--- config.mk ---
export PLATFORM = sky130hd
export DESIGN_NAME = mod_div_seq
export DESIGN_NICKNAME = d
export VERILOG_FILES = /design/src/rtl/mod_div_seq.sv
export SDC_FILE = /design/constraint.sdc
export NUM_CORES = 1
export LEC_CHECK = 0
export BUFFER_PORTS_ARGS = -buffer_cell sky130_fd_sc_hd__clkbuf_2
export CORE_ASPECT_RATIO = 1.25
export CORE_UTILIZATION = 52
export CTS_CLUSTER_SIZE = 8
export DETAILED_ROUTE_END_ITERATION = 8
export PLACE_DENSITY = 0.83
export SYNTH_ARGS = -nofsm -noshare
export SYNTH_HDL_FRONTEND = slang
export SYNTH_SLANG_ARGS = --single-unit
export TNS_END_PERCENT = 10
--- constraint.sdc ---
create_clock -name clk -period 2.8 [get_ports clk]
set_input_delay 0.42 -clock clk [delete_from_list [all_inputs] [get_ports clk]]
set_output_delay 0.42 -clock clk [all_outputs]
set_load 0.01 [all_outputs]
--- src/rtl/mod_div_seq.sv ---
// Sequential radix-2 restoring divider producing quotient and remainder together.
// Handles unsigned and two's-complement operands and flags divide-by-zero and signed MIN/-1.
module mod_div_seq #(
  parameter int WIDTH = 32
) (
  input  logic             clk,
  input  logic             rst,
  input  logic             start,
  input  logic             signed_mode,
  input  logic [WIDTH-1:0] dividend,
  input  logic [WIDTH-1:0] divisor,
  output logic             busy,
  output logic             done,
  output logic [WIDTH-1:0] quotient,
  output logic [WIDTH-1:0] remainder,
  output logic             div_by_zero,
  output logic             overflow
);

  localparam logic [1:0] S_IDLE = 2'd0;
  localparam logic [1:0] S_DIV  = 2'd1;
  localparam logic [1:0] S_FIX  = 2'd2;
  localparam logic [1:0] S_DONE = 2'd3;

  localparam int CNT_W = (WIDTH > 2) ? $clog2(WIDTH) : 1;
  localparam logic [CNT_W-1:0] LAST_ITER = CNT_W'(WIDTH - 1);
  localparam logic [WIDTH-1:0] MIN_VAL = {1'b1, {(WIDTH-1){1'b0}}};

  function automatic logic [WIDTH-1:0] neg_w(input logic [WIDTH-1:0] x);
    return ~x + WIDTH'(1);
  endfunction

  // |MIN| is 2^(WIDTH-1), which still fits as an unsigned WIDTH-bit magnitude.
  function automatic logic [WIDTH-1:0] mag_w(input logic signed [WIDTH-1:0] x,
                                             input logic sgn);
    logic [WIDTH-1:0] r;
    r = x;
    if (sgn && x[WIDTH-1]) r = neg_w(x);
    return r;
  endfunction

  // Control state
  logic [1:0]       state_q, state_d;
  logic [CNT_W-1:0] cnt_q, cnt_d;
  logic             q_neg_q, q_neg_d;
  logic             r_neg_q, r_neg_d;
  logic             ovf_q, ovf_d;

  // Datapath state
  logic [WIDTH-1:0] rem_q, rem_d;
  logic [WIDTH-1:0] quo_q, quo_d;
  logic [WIDTH-1:0] dmag_q, dmag_d;

  // Result registers
  logic [WIDTH-1:0] quotient_q, quotient_d;
  logic [WIDTH-1:0] remainder_q, remainder_d;
  logic             dbz_q, dbz_d;
  logic             overflow_q, overflow_d;

  logic [WIDTH:0]   rem_sh;
  logic             borrow;

  always_comb begin
    state_d     = state_q;
    cnt_d       = cnt_q;
    q_neg_d     = q_neg_q;
    r_neg_d     = r_neg_q;
    ovf_d       = ovf_q;
    rem_d       = rem_q;
    quo_d       = quo_q;
    dmag_d      = dmag_q;
    quotient_d  = quotient_q;
    remainder_d = remainder_q;
    dbz_d       = dbz_q;
    overflow_d  = overflow_q;
    rem_sh      = {rem_q, quo_q[WIDTH-1]};
    borrow      = rem_sh < {1'b0, dmag_q};

    case (state_q)
      S_IDLE: begin
        if (start) begin
          if (divisor == '0) begin
            quotient_d  = '1;
            remainder_d = dividend;
            dbz_d       = 1'b1;
            overflow_d  = 1'b0;
            state_d     = S_DONE;
          end else begin
            dmag_d  = mag_w(divisor, signed_mode);
            quo_d   = mag_w(dividend, signed_mode);
            rem_d   = '0;
            cnt_d   = '0;
            q_neg_d = signed_mode & (dividend[WIDTH-1] ^ divisor[WIDTH-1]);
            r_neg_d = signed_mode & dividend[WIDTH-1];
            ovf_d   = signed_mode & (dividend == MIN_VAL) & (divisor == '1);
            state_d = S_DIV;
          end
        end
      end
      S_DIV: begin
        // The remainder always stays below the divisor magnitude, so the low WIDTH bits of the difference are exact.
        if (!borrow) begin
          rem_d = rem_sh[WIDTH-1:0] - dmag_q;
          quo_d = {quo_q[WIDTH-2:0], 1'b1};
        end else begin
          rem_d = rem_sh[WIDTH-1:0];
          quo_d = {quo_q[WIDTH-2:0], 1'b0};
        end
        cnt_d = cnt_q + CNT_W'(1);
        if (cnt_q == LAST_ITER) state_d = S_FIX;
      end
      S_FIX: begin
        quotient_d  = q_neg_q ? neg_w(quo_q) : quo_q;
        remainder_d = r_neg_q ? neg_w(rem_q) : rem_q;
        dbz_d       = 1'b0;
        overflow_d  = ovf_q;
        state_d     = S_DONE;
      end
      default: state_d = S_IDLE;
    endcase
  end

  always_ff @(posedge clk or negedge rst) begin
    if (!rst) begin
      state_q     <= S_IDLE;
      cnt_q       <= '0;
      q_neg_q     <= 1'b0;
      r_neg_q     <= 1'b0;
      ovf_q       <= 1'b0;
      quotient_q  <= '0;
      remainder_q <= '0;
      dbz_q       <= 1'b0;
      overflow_q  <= 1'b0;
    end else begin
      state_q     <= state_d;
      cnt_q       <= cnt_d;
      q_neg_q     <= q_neg_d;
      r_neg_q     <= r_neg_d;
      ovf_q       <= ovf_d;
      quotient_q  <= quotient_d;
      remainder_q <= remainder_d;
      dbz_q       <= dbz_d;
      overflow_q  <= overflow_d;
    end
  end

  // Working registers are only meaningful between launch and FIX, so they carry no reset.
  always_ff @(posedge clk) begin
    rem_q  <= rem_d;
    quo_q  <= quo_d;
    dmag_q <= dmag_d;
  end

  assign busy        = (state_q != S_IDLE);
  assign done        = (state_q == S_DONE);
  assign quotient    = quotient_q;
  assign remainder   = remainder_q;
  assign div_by_zero = dbz_q;
  assign overflow    = overflow_q;

endmodule
==> impl_metrics.toml <==
[outcome]
status = "finished, violations left"
violations = "setup timing"

[logic_synthesis]
synth_area_sq_um = 11390
synth_edf_count = 96
syn_area_per_cell_sq_um = 9.282
synth_cells = 1227
yosys_warnings = 0
synth_largest_area_cell = "edfxtp_1"
synth.top_cells.by_area = "edfxtp_1 25%, dfrtp_1 17%, xnor2_1 5.8%, xor2_1 5.4%, ha_1 4.7%"
synthArstFlopShare_pct = 44.19
ys_top_cells_by_count = "124 x nand2_1, 119 x nor2_1, 96 x edfxtp_1"
synth_top_area_share_pct = 25.31
synth_fp_nets = 1339
synth_cell_types = 76
synth_ff_type = "edfxtp_1"
synth_most_common_cell = "nand2_1"
ys_seq_elements = 172
ys_seq_area_share_pct = 42.01

[placement]
place_hpwl_microns = 21920
place_area_sq_um = 13230
place_inst = 1714
gp_congestion = 0.8769
numPortBuffers = 135

[routing]
initialDrtViolationCount = 789
vias = 10110
routed_wl_microns = 29690
vias_per_cell = 5.759
drc = 0
drt_pass1_iterations = 5
routedWlPerCell_microns = 16.91
detail-route-antenna-nets = 0

[sta]
setup_viol = 33
setup_slack_ns = -0.2115
fin_tns_setup_ns = -4.020
finalCritPeriodShare_pct = 107.6
final-hold-violation-count = 0
skew_ns = 0.01120
slew_headroom_pct = 35.78
worstMarginPinSlew_ns = 0.9632
hold_ws_ns = 0.1300
post-route-min-period_ns = 3.012
rsz0062_at_grt = "yes"
slew_violations = 0
max_freq_ghz = 0.3321

[setup_path]
reg2reg_from = "rem_q[9]$_SDFFCE_PN0P_"
r2r.worst_path.cells = 11
reg2reg_slack_ns = -0.21
critPathRequiredTime_ns = 2.99
crit_end = "rem_q[28]$_SDFFCE_PN0P_"
end_kind = "flop"
r2r-end = "rem_q[28]$_SDFFCE_PN0P_"
crit_type = "reg2reg"
critPathLaunchType = "flop"
cp_data_arrival_time_ns = 3.20
startpoint = "rem_q[9]$_SDFFCE_PN0P_"
critical_path.max_fanout = 19

[clock_tree]
cts.sinks = 172
clk_latency_ns = 0.44
cts_tree = "built"
holdBufCountCts = 0
clkTransAtPathRegs_ns = 0.07
numCtsBuffers = 17
cts_max_level = 4
cts_root_buf = "clkbuf_16"
clk_path_buf_depth = 2

[floorplanning]
core_sq_um = 21470
start_util_pct = 53.04
die_h_microns = 167.5
io_pins = 136
num_rows = 60
dieWidth_microns = 134.4
dieArea_sq_um = 22500

[final_layout]
drive_above_1_share_pct = 24.66
area_delta_synth_final_pct = 23.99
stdcell_count = 1756
postLayoutCoreUtil_pct = 65.77
nets = 1575
design_area_sq_um = 14120

[global_routing]
grt_pass1_wl_microns = 46590
grt_max_degree = 77
antenna_found_initial = 1
grt_usage_pct = 26.36
grt_pass1_vias = 9669
gr-total-overflow = 0

[power_and_ir_drop]
p_per_area_nw_per_um2 = 1288
p_leak_uw = 0.006012
ir_drop_mv = 0.8899

[job]
cap_violations = 0

[hold_path]
hold_path_class = "in2async"
-- metal layers --
| metal | vias to the layer above | part of all wire [%] | global-route usage [%] |
|---|---|---|---|
| li1 | 4889 | - | - |
| met2 | 375 | 50 | 46.11 |
| met4 | 0 | 3.9 | 12.51 |
| met3 | 77 | 6.1 | 4.541 |
| met1 | 4772 | 40 | 31.22 |
| met5 | - | 0 | 0 |
-- through the flow --
stage | worst slack, ns | total power [uW]
CTS | -0.1204 | 17610
detailed placement | -0.2192 | 14810
global route | -0.2975 | 19360
finish | -0.2115 | 18190
floorplan | -0.05491 | 11520
global placement | -0.1313 | 14410
-- where the power goes --
group          internal [uW]  leakage, uW  switching [uW]
clock network           1380     0.000303            1040
registers               4120      0.00177             911
logic                   4790      0.00394            5960
total                  10300      0.00601            7900
-- worst min path at each step --
stage,start,end,cells after the start,slack [ns]
2_1_floorplan,rst,cnt_q[0]$_DFFE_PN0P_,0,0.12
3_3_place_gp,remainder[18]$_DFFE_PN0P_,remainder[18]$_DFFE_PN0P_,2,0.47
3_5_place_dp,remainder[20]$_DFFE_PN0P_,remainder[20]$_DFFE_PN0P_,2,0.48
4_1_cts,rst,quotient[3]$_DFFE_PN0P_,1,0.15
5_1_grt,rst,quotient[4]$_DFFE_PN0P_,1,0.20
6_report,rst,quotient[3]$_DFFE_PN0P_,1,0.13
-- critical path: stages, from the launching register on --
cell and delay (ns):
edfxtp_1 0.43, ha_1 0.33, buf_4 0.14, a211o_1 0.26, o211ai_1 0.14, a31o_1 0.30, a31oi_4 0.12, a41o_1 0.27
o21a_4 0.27, buf_16 0.17, and3_4 0.15, o21a_1 0.16
-- cell usage in the layout (no fill, tap or decap), drive strengths merged, types with 17 or more instances in the layout --
cell,instances
nor4,18
buf,138
ha,43
inv,70
edfxtp,96
o31ai,17
o21ai,114
nand2,125
nor3,19
dfrtp,76
mux2i,51
xnor2,75
nor2,119
xor2,70
a21o,18
a21oi,79
a31oi,40
clkbuf,153
-- cell type report --
class / instances / area, sq um
fillers: 1668 / 7350
multi-input cells: 937 / 6350
flip-flops and latches: 172 / 4785
repair buffers: 273 / 1793
clock buffers: 18 / 450.4
well taps: 279 / 349.1
inverters: 62 / 240.2
clock inverters: 14 / 151.4
diodes: 1 / 2.502
-- repair_timing --
action,CTS,global route
pin swaps,10,8
resized for setup,10,25
endpoints found under the setup margin,32,42
buffers inserted,3,4
cloned,1,1
-- registers in the layout, indices dropped and copies added (netlist names) --
signal / cells
cnt_q: 5
div_by_zero: 1
dmag_q: 32
overflow: 1
ovf_q: 1
q_neg_q: 1
quo_q: 32
quotient: 32
r_neg_q: 1
rem_q: 32
remainder: 32
state_q: 2
-- cells by family after synthesis --
group,after synthesis,share of synthesized area [%]
and+or+nand+nor,366,15.33
xor gates and xnor gates,145,11.15
adders and majority gates,44,4.900
AOI/OAI and AO/OA,329,17.67
DFF,172,42.01
muxes,53,4.680
buffers and inverters,118,4.263
No activity file was read; power rests on OpenSTA's default activity.
